<file path="src/rtl/noc_pkg.sv">
// noc_pkg: shared definitions for the mesh router output arbiter.
//   - flit type encodings (top FLIT_TYPE_W bits of a routed flit)
//   - arbiter FSM state enum
//   - NUM_PORTS and small flit-type helper functions
package noc_pkg;

   localparam int NUM_PORTS   = 4;
   // The type field occupies the FLIT_TYPE_W most significant bits of a flit.
   localparam int FLIT_TYPE_W = 2;

   typedef enum logic [1:0] {
      FLIT_BODY   = 2'b00,
      FLIT_HEAD   = 2'b01,
      FLIT_TAIL   = 2'b10,
      FLIT_SINGLE = 2'b11
   } flit_type_e;

   typedef enum logic {
      ARB_IDLE   = 1'b0,
      ARB_LOCKED = 1'b1
   } arb_state_e;

   // Flit may open a new packet (and therefore win IDLE arbitration).
   function automatic logic starts_packet(input flit_type_e t);
      return (t == FLIT_HEAD) || (t == FLIT_SINGLE);
   endfunction

   // Flit closes a packet.
   function automatic logic ends_packet(input flit_type_e t);
      return (t == FLIT_TAIL) || (t == FLIT_SINGLE);
   endfunction

endpackage

</file>
<file path="src/rtl/rr_priority_4.sv">
// rr_priority_4: combinational 4-way round-robin picker.
// Ports:
//   req  [3:0] : request bits, one per port
//   ptr  [1:0] : index of the highest-priority port this cycle
//   gnt  [3:0] : one-hot grant (all zero when no request)
//   idx  [1:0] : index of granted port (equals ptr when no request)
//   any        : at least one request granted
module rr_priority_4
   import noc_pkg::*;
(
   input  logic [NUM_PORTS-1:0] req,
   input  logic [1:0]           ptr,
   output logic [NUM_PORTS-1:0] gnt,
   output logic [1:0]           idx,
   output logic                 any
);

   logic [1:0] k;

   // Walk upward from ptr, wrapping 3 -> 0; first request wins.
   always_comb begin
      gnt = '0;
      idx = ptr;
      any = 1'b0;
      k   = ptr;
      for (int i = 0; i < NUM_PORTS; i++) begin
         k = ptr + 2'(i);
         if (!any && req[k]) begin
            any    = 1'b1;
            idx    = k;
            gnt[k] = 1'b1;
         end
      end
   end

endmodule

</file>
<file path="src/rtl/output_port_arbiter.sv">
// output_port_arbiter: round-robin, packet-locking (wormhole) arbiter in front
// of one router output port. Picks a packet from one of four inputs, forwards
// its flits head to tail into a single output register, and blocks the other
// inputs until the tail has been accepted.
// Ports:
//   clk, reset              : clock, synchronous active-high reset
//   inFlitPort1..4 [W-1:0]  : candidate routed flits (port 1 = local)
//   inValid [3:0]           : per-input flit valid
//   inBlock [3:0]           : per-input hold (drives the input's portBlock)
//   outFlit [W-1:0]         : registered output flit
//   outValid                : outFlit valid
//   outBlock                : downstream back-pressure
//   packetCount [15:0]      : packets sent, only with OUTPUT_ARBITER_PKT_COUNT_EN
// Build option: define OUTPUT_ARBITER_PKT_COUNT_EN to add packetCount.
module output_port_arbiter
   import noc_pkg::*;
#(
   parameter int modifiedFlitSize = 34
)
(
   input  logic                        clk,
   input  logic                        reset,
   input  logic [modifiedFlitSize-1:0] inFlitPort1,
   input  logic [modifiedFlitSize-1:0] inFlitPort2,
   input  logic [modifiedFlitSize-1:0] inFlitPort3,
   input  logic [modifiedFlitSize-1:0] inFlitPort4,
   input  logic [NUM_PORTS-1:0]        inValid,
   output logic [NUM_PORTS-1:0]        inBlock,
   output logic [modifiedFlitSize-1:0] outFlit,
   output logic                        outValid,
   input  logic                        outBlock
`ifdef OUTPUT_ARBITER_PKT_COUNT_EN
   ,output logic [15:0]                packetCount
`endif
);

   localparam int W  = modifiedFlitSize;
   localparam int TL = W - FLIT_TYPE_W;

   logic [W-1:0]  in_flit [NUM_PORTS];
   flit_type_e    in_type [NUM_PORTS];

   arb_state_e    state_q,    state_d;
   logic [1:0]    owner_q,    owner_d;
   logic [1:0]    rr_ptr_q,   rr_ptr_d;
   logic [W-1:0]  out_flit_q, out_flit_d;
   logic          out_valid_q, out_valid_d;

   logic [NUM_PORTS-1:0] req, gnt;
   logic [1:0]           win_idx;
   logic                 win_any;
   logic                 can_load, accept;
   logic [W-1:0]         win_flit;
   flit_type_e           win_type;

   assign in_flit[0] = inFlitPort1;
   assign in_flit[1] = inFlitPort2;
   assign in_flit[2] = inFlitPort3;
   assign in_flit[3] = inFlitPort4;

   always_comb begin
      for (int p = 0; p < NUM_PORTS; p++)
         in_type[p] = flit_type_e'(in_flit[p][W-1:TL]);
   end

   // Requests depend only on valid bits and the type field, never on payload.
   always_comb begin
      req = '0;
      for (int p = 0; p < NUM_PORTS; p++) begin
         if (state_q == ARB_IDLE)
            req[p] = inValid[p] && starts_packet(in_type[p]);
         else
            req[p] = inValid[p] && (owner_q == 2'(p));
      end
   end

   // In LOCKED only the owner can request, so the picker simply returns it.
   rr_priority_4 u_pick (
      .req (req),
      .ptr (rr_ptr_q),
      .gnt (gnt),
      .idx (win_idx),
      .any (win_any)
   );

   assign can_load = !out_valid_q || !outBlock;
   assign accept   = can_load && win_any;
   assign win_flit = in_flit[win_idx];
   assign win_type = in_type[win_idx];

   assign inBlock  = reset ? '1 : ~(gnt & {NUM_PORTS{can_load}});
   assign outFlit  = out_flit_q;
   assign outValid = out_valid_q;

   always_comb begin
      state_d     = state_q;
      owner_d     = owner_q;
      rr_ptr_d    = rr_ptr_q;
      out_flit_d  = out_flit_q;
      out_valid_d = out_valid_q;
      if (accept) begin
         out_flit_d  = win_flit;
         out_valid_d = 1'b1;
         if (state_q == ARB_IDLE) begin
            if (win_type == FLIT_HEAD) begin
               state_d = ARB_LOCKED;
               owner_d = win_idx;
            end else begin
               rr_ptr_d = win_idx + 2'd1;
            end
         end else if (win_type == FLIT_TAIL) begin
            state_d  = ARB_IDLE;
            rr_ptr_d = owner_q + 2'd1;
         end
      end else if (can_load) begin
         // Register drained (or empty) with nothing new: go invalid, keep data.
         out_valid_d = 1'b0;
      end
   end

   always_ff @(posedge clk) begin
      if (reset) begin
         state_q     <= ARB_IDLE;
         owner_q     <= 2'd0;
         rr_ptr_q    <= 2'd0;
         out_flit_q  <= '0;
         out_valid_q <= 1'b0;
      end else begin
         state_q     <= state_d;
         owner_q     <= owner_d;
         rr_ptr_q    <= rr_ptr_d;
         out_flit_q  <= out_flit_d;
         out_valid_q <= out_valid_d;
      end
   end

`ifdef OUTPUT_ARBITER_PKT_COUNT_EN
   logic [15:0] pkt_cnt_q, pkt_cnt_d;

   // Count packets as their last flit leaves the output register.
   always_comb begin
      pkt_cnt_d = pkt_cnt_q;
      if (out_valid_q && !outBlock && ends_packet(flit_type_e'(out_flit_q[W-1:TL])))
         pkt_cnt_d = pkt_cnt_q + 16'd1;
   end

   always_ff @(posedge clk) begin
      if (reset) pkt_cnt_q <= '0;
      else       pkt_cnt_q <= pkt_cnt_d;
   end

   assign packetCount = pkt_cnt_q;
`endif

endmodule

</file>
<file path="config.mk">
export PLATFORM = sky130hd
export DESIGN_NAME = output_port_arbiter
export DESIGN_NICKNAME = d
export VERILOG_FILES = /design/src/rtl/noc_pkg.sv /design/src/rtl/rr_priority_4.sv /design/src/rtl/output_port_arbiter.sv
export SDC_FILE = /design/constraint.sdc
export NUM_CORES = 1
export LEC_CHECK = 0
export CORE_MARGIN = 10
export CORE_UTILIZATION = 40
export CTS_CLUSTER_DIAMETER = 150
export DETAILED_ROUTE_END_ITERATION = 16
export HOLD_SLACK_MARGIN = 0.1
export PLACE_DENSITY = 0.95
export SLEW_MARGIN = 20
export SYNTH_ARGS = -nofsm -noshare
export SYNTH_HDL_FRONTEND = slang
export SYNTH_SLANG_ARGS = --single-unit
</file>
<file path="constraint.sdc">
create_clock -name clk -period 12 [get_ports clk]
set_input_delay 3.6 -clock clk [delete_from_list [all_inputs] [get_ports clk]]
set_output_delay 3.6 -clock clk [all_outputs]
set_load 0.01 [all_outputs]
</file>
==> flow_summary_export.csv <==
group,metric,value,unit
run_status,status,"finished, final reports clean",
drt,dr.first_iter.drc_count,135,
placed_design,routabilityCongestion,0.886,
critical_path,worstSetupStartpointType,"input pin",
critical_path,path_max_fanout,10,
clock_tree,cts_sinks,40,
sta,slew_headroom,0.361,
layout,most-common-layout-cells,"clkdlybuf4s50_1 (181), nand2_1 (88), a21oi_1 (41)",
drt,met3_length,1140,um
clock_tree,root_buffer,"clkbuf_8",
power_and_ir_drop,seqPwrFrac,0.196,
critical_path,criticalPathCategory,"input pin to output pin",
die,die_height,105,um
power_and_ir_drop,p_per_area,249,nW/um2
critical_path,critPathArrivalTime,6.41,ns
global_route,antenna_found_initial,0,
sta,clock_skew,0.00533,ns
clock_tree,clock_latency,0.29,ns
power_and_ir_drop,ir_worst_vdd,0.151,mV
drt,num_vias,3177,
placed_design,dpl_worst_slack,2.06,ns
synth,ys_types,48,
synth,syn_inst,309,
drt,drt-total-wl,11300,um
layout,drive_gt1_frac,0.105,
sta,hold_violations,0,
clock_tree,postCtsSetupRepairBufs,0,
critical_path,r2r-end,"rr_ptr_q[0]$_SDFFE_PP0P_",
clock_tree,path_clk_slew,0.07,ns
critical_path,required,8.40,ns
die,dieArea,10900,um2
run,drv_cap,0,
power_and_ir_drop,intPower,0.000693,W
synth,avgSynthCellArea,9.25,um2
min_path,hp-class,"register to register",
drt,wl_met2,6150,um
die,initial_utilization,0.416,
critical_path,r2r_cells,10,
die,chipWidth,105,um
sta,period_share,0.834,
sta,worst_pin_slew,0.957,ns
drt,vias_per_cell,5.54,
sta,fin_crit,10.01,ns
global_route,grt_max_degree,42,
synth,syn-num-nets,460,
synth,syn-cell-area,2860,um2
global_route,grt_overflow,0,
clock_tree,cts_buffers,5,
sta,rsz0062_at_grt,"no",
die,rows,30,
synth,synthArstFlopShare,0,
layout,fin_nets,628,
critical_path,r2r_start,"rr_ptr_q[0]$_SDFFE_PP0P_",
global_route,gr-usage-all-layers,0.201,
drt,detail_route.wl_per_cell,19.6,um
sta,fmax,0.0999,GHz
placed_design,port_buffers,181,
drt,topRoutingLayerUsed,"met4",
clock_tree,cts_tree,"built",
global_route,grt_pass1_vias,3427,
sta,setup_viol,0,
critical_path,r2r_setup_slack,7.65,ns
critical_path,endpoint_kind,"output pin",
layout,layout-area-overhead-vs-synth,68.0,%
layout,multi_input_area,1950,um2
layout,final_common_cell,"clkdlybuf4s50_1",
clock_tree,ctsLongestPathBuffers,2,
drt,first_pass_iters,5,
clock_tree,cts_hold_buf,0,
power_and_ir_drop,clkPwrFrac,0.073,
die,io-pin-count,182,
power_and_ir_drop,p_comb_frac,0.731,
sta,fin_ws,1.99,ns
power_and_ir_drop,netSwitchingFraction,0.421,
layout,regArea,801,um2
critical_path,startpoint,"inValid[1]",
placed_design,dp_hpwl,9120,um
sta,maxSlewViolCount,0,
drt,ant_nets,0,
global_route,grt_pass1_wl,17900,um
synth,ys_seq_area_frac,0.280,
synth,synth_edf_count,0,
drt,drc,0,
layout,diodes,0,
clock_tree,h-tree-depth,2,
critical_path,crit_end,"inBlock[1]",
power_and_ir_drop,p_leak,1.74,nW
die,core-area,6870,um2
clock_tree,cts_resized,0,
sta,fin_setup_tns,0,ns
drt,met1Wirelength,3710,um
sta,fin_hold_ws,0.456,ns
power_and_ir_drop,p_sw,0.000504,W
synth,ys_warn_count,0,
synth,synth_ff_type,"dfxtp_1",
layout,fill_cells,513,
synth,ys_ff_latch,40,
cell usage after synthesis, types with 2 or more instances:
cell type | instances | area (um2)
a211oi_1 | 2 | 15.0
a21oi_1 | 42 | 210
a222oi_1 | 4 | 40.0
and3_1 | 2 | 12.5
buf_2 | 6 | 30.0
buf_4 | 2 | 15.0
clkbuf_1 | 13 | 48.8
dfxtp_1 | 40 | 801
ha_1 | 8 | 100
inv_1 | 3 | 11.3
mux2_2 | 2 | 22.5
mux2i_1 | 6 | 60.1
mux4_2 | 33 | 743
nand2_1 | 88 | 330
nand3_1 | 6 | 30.0
nand3b_1 | 2 | 15.0
nor2_1 | 5 | 18.8
nor2b_1 | 3 | 18.8
nor3_1 | 4 | 20.0
nor4_1 | 2 | 12.5
o21ai_0 | 3 | 15.0
o21ai_1 | 3 | 15.0
o31ai_1 | 3 | 22.5
or4_1 | 2 | 15.0
xnor2_1 | 2 | 17.5
per-layer routing:
layer / vias to the layer above / track usage
li1: 1480 / -
met1: 1505 / 0.193
met2: 174 / 0.380
met3: 18 / 0.0780
met4: 0 / 0.0676
met5: - / 0
per-stage QoR:
stage / instances / total power (W) / util / instance area (um2)
2_1_floorplan: 309 / 0.000872 / - / 2860
3_3_place_gp: 566 / 0.00109 / 0.687 / 4720
3_5_place_dp: 566 / 0.00112 / 0.687 / 4720
4_1_cts: 573 / 0.00121 / 0.699 / 4800
5_1_grt: 573 / 0.00129 / 0.699 / 4800
6_report: 573 / 0.00120 / 0.699 / 4800
worst min path at each step:
stage	start	to	depth (start not counted)	slack, ns
5_1_grt	outFlit[6]$_SDFFE_PP0P_	outFlit[6]$_SDFFE_PP0P_	2	0.48
3_5_place_dp	outFlit[18]$_SDFFE_PP0P_	outFlit[18]$_SDFFE_PP0P_	2	0.45
4_1_cts	outFlit[18]$_SDFFE_PP0P_	outFlit[18]$_SDFFE_PP0P_	2	0.46
2_1_floorplan	outFlit[0]$_SDFFE_PP0P_	outFlit[0]$_SDFFE_PP0P_	2	0.48
3_3_place_gp	outFlit[18]$_SDFFE_PP0P_	outFlit[18]$_SDFFE_PP0P_	2	0.44
6_report	outFlit[11]$_SDFFE_PP0P_	outFlit[11]$_SDFFE_PP0P_	2	0.46
cells by family after synthesis:
kind of cell | synth area share
xor gates and xnor gates | 0.00919
AOI/OAI and AO/OA | 0.157
and+or+nand+nor | 0.182
DFF | 0.280
muxes | 0.289
adders and majority gates | 0.0350
buffers and inverters | 0.0477
sequential cells by signal, summed over array words and instances (netlist names):
name and flops:
outFlit 34, owner_q 2, rr_ptr_q 2, outValid 1
state_q 1
power by group through the flow:
stage          sequential (W)  combinational (W)  clock (W)
3_3_place_gp         0.000232           0.000855          0
3_5_place_dp         0.000236           0.000880          0
2_1_floorplan        0.000245           0.000627          0
6_report             0.000234           0.000875  0.0000871
5_1_grt              0.000242           0.000951  0.0000959
4_1_cts              0.000233           0.000882  0.0000901
critical path, cell delays in order:
cell and delay, ns:
clkdlybuf4s50_1 0.51, nand4b_1 0.13, a21bo_1 0.43, a211oi_1 0.13, a21oi_1 0.39, nor2_1 0.18
a222oi_1 0.33, nand2_1 0.08, nand2_1 0.08, clkdlybuf4s50_1 0.53
layout make-up:
class                      instances  area share
clock buffer                       5      0.0143
tap                               96      0.0250
timing repair buffer             184       0.382
inverter                           3     0.00234
multi-input combinational        243       0.407
clock inverter                     2     0.00261
sequential                        40       0.167
No activity file was read; power rests on OpenSTA's default activity.
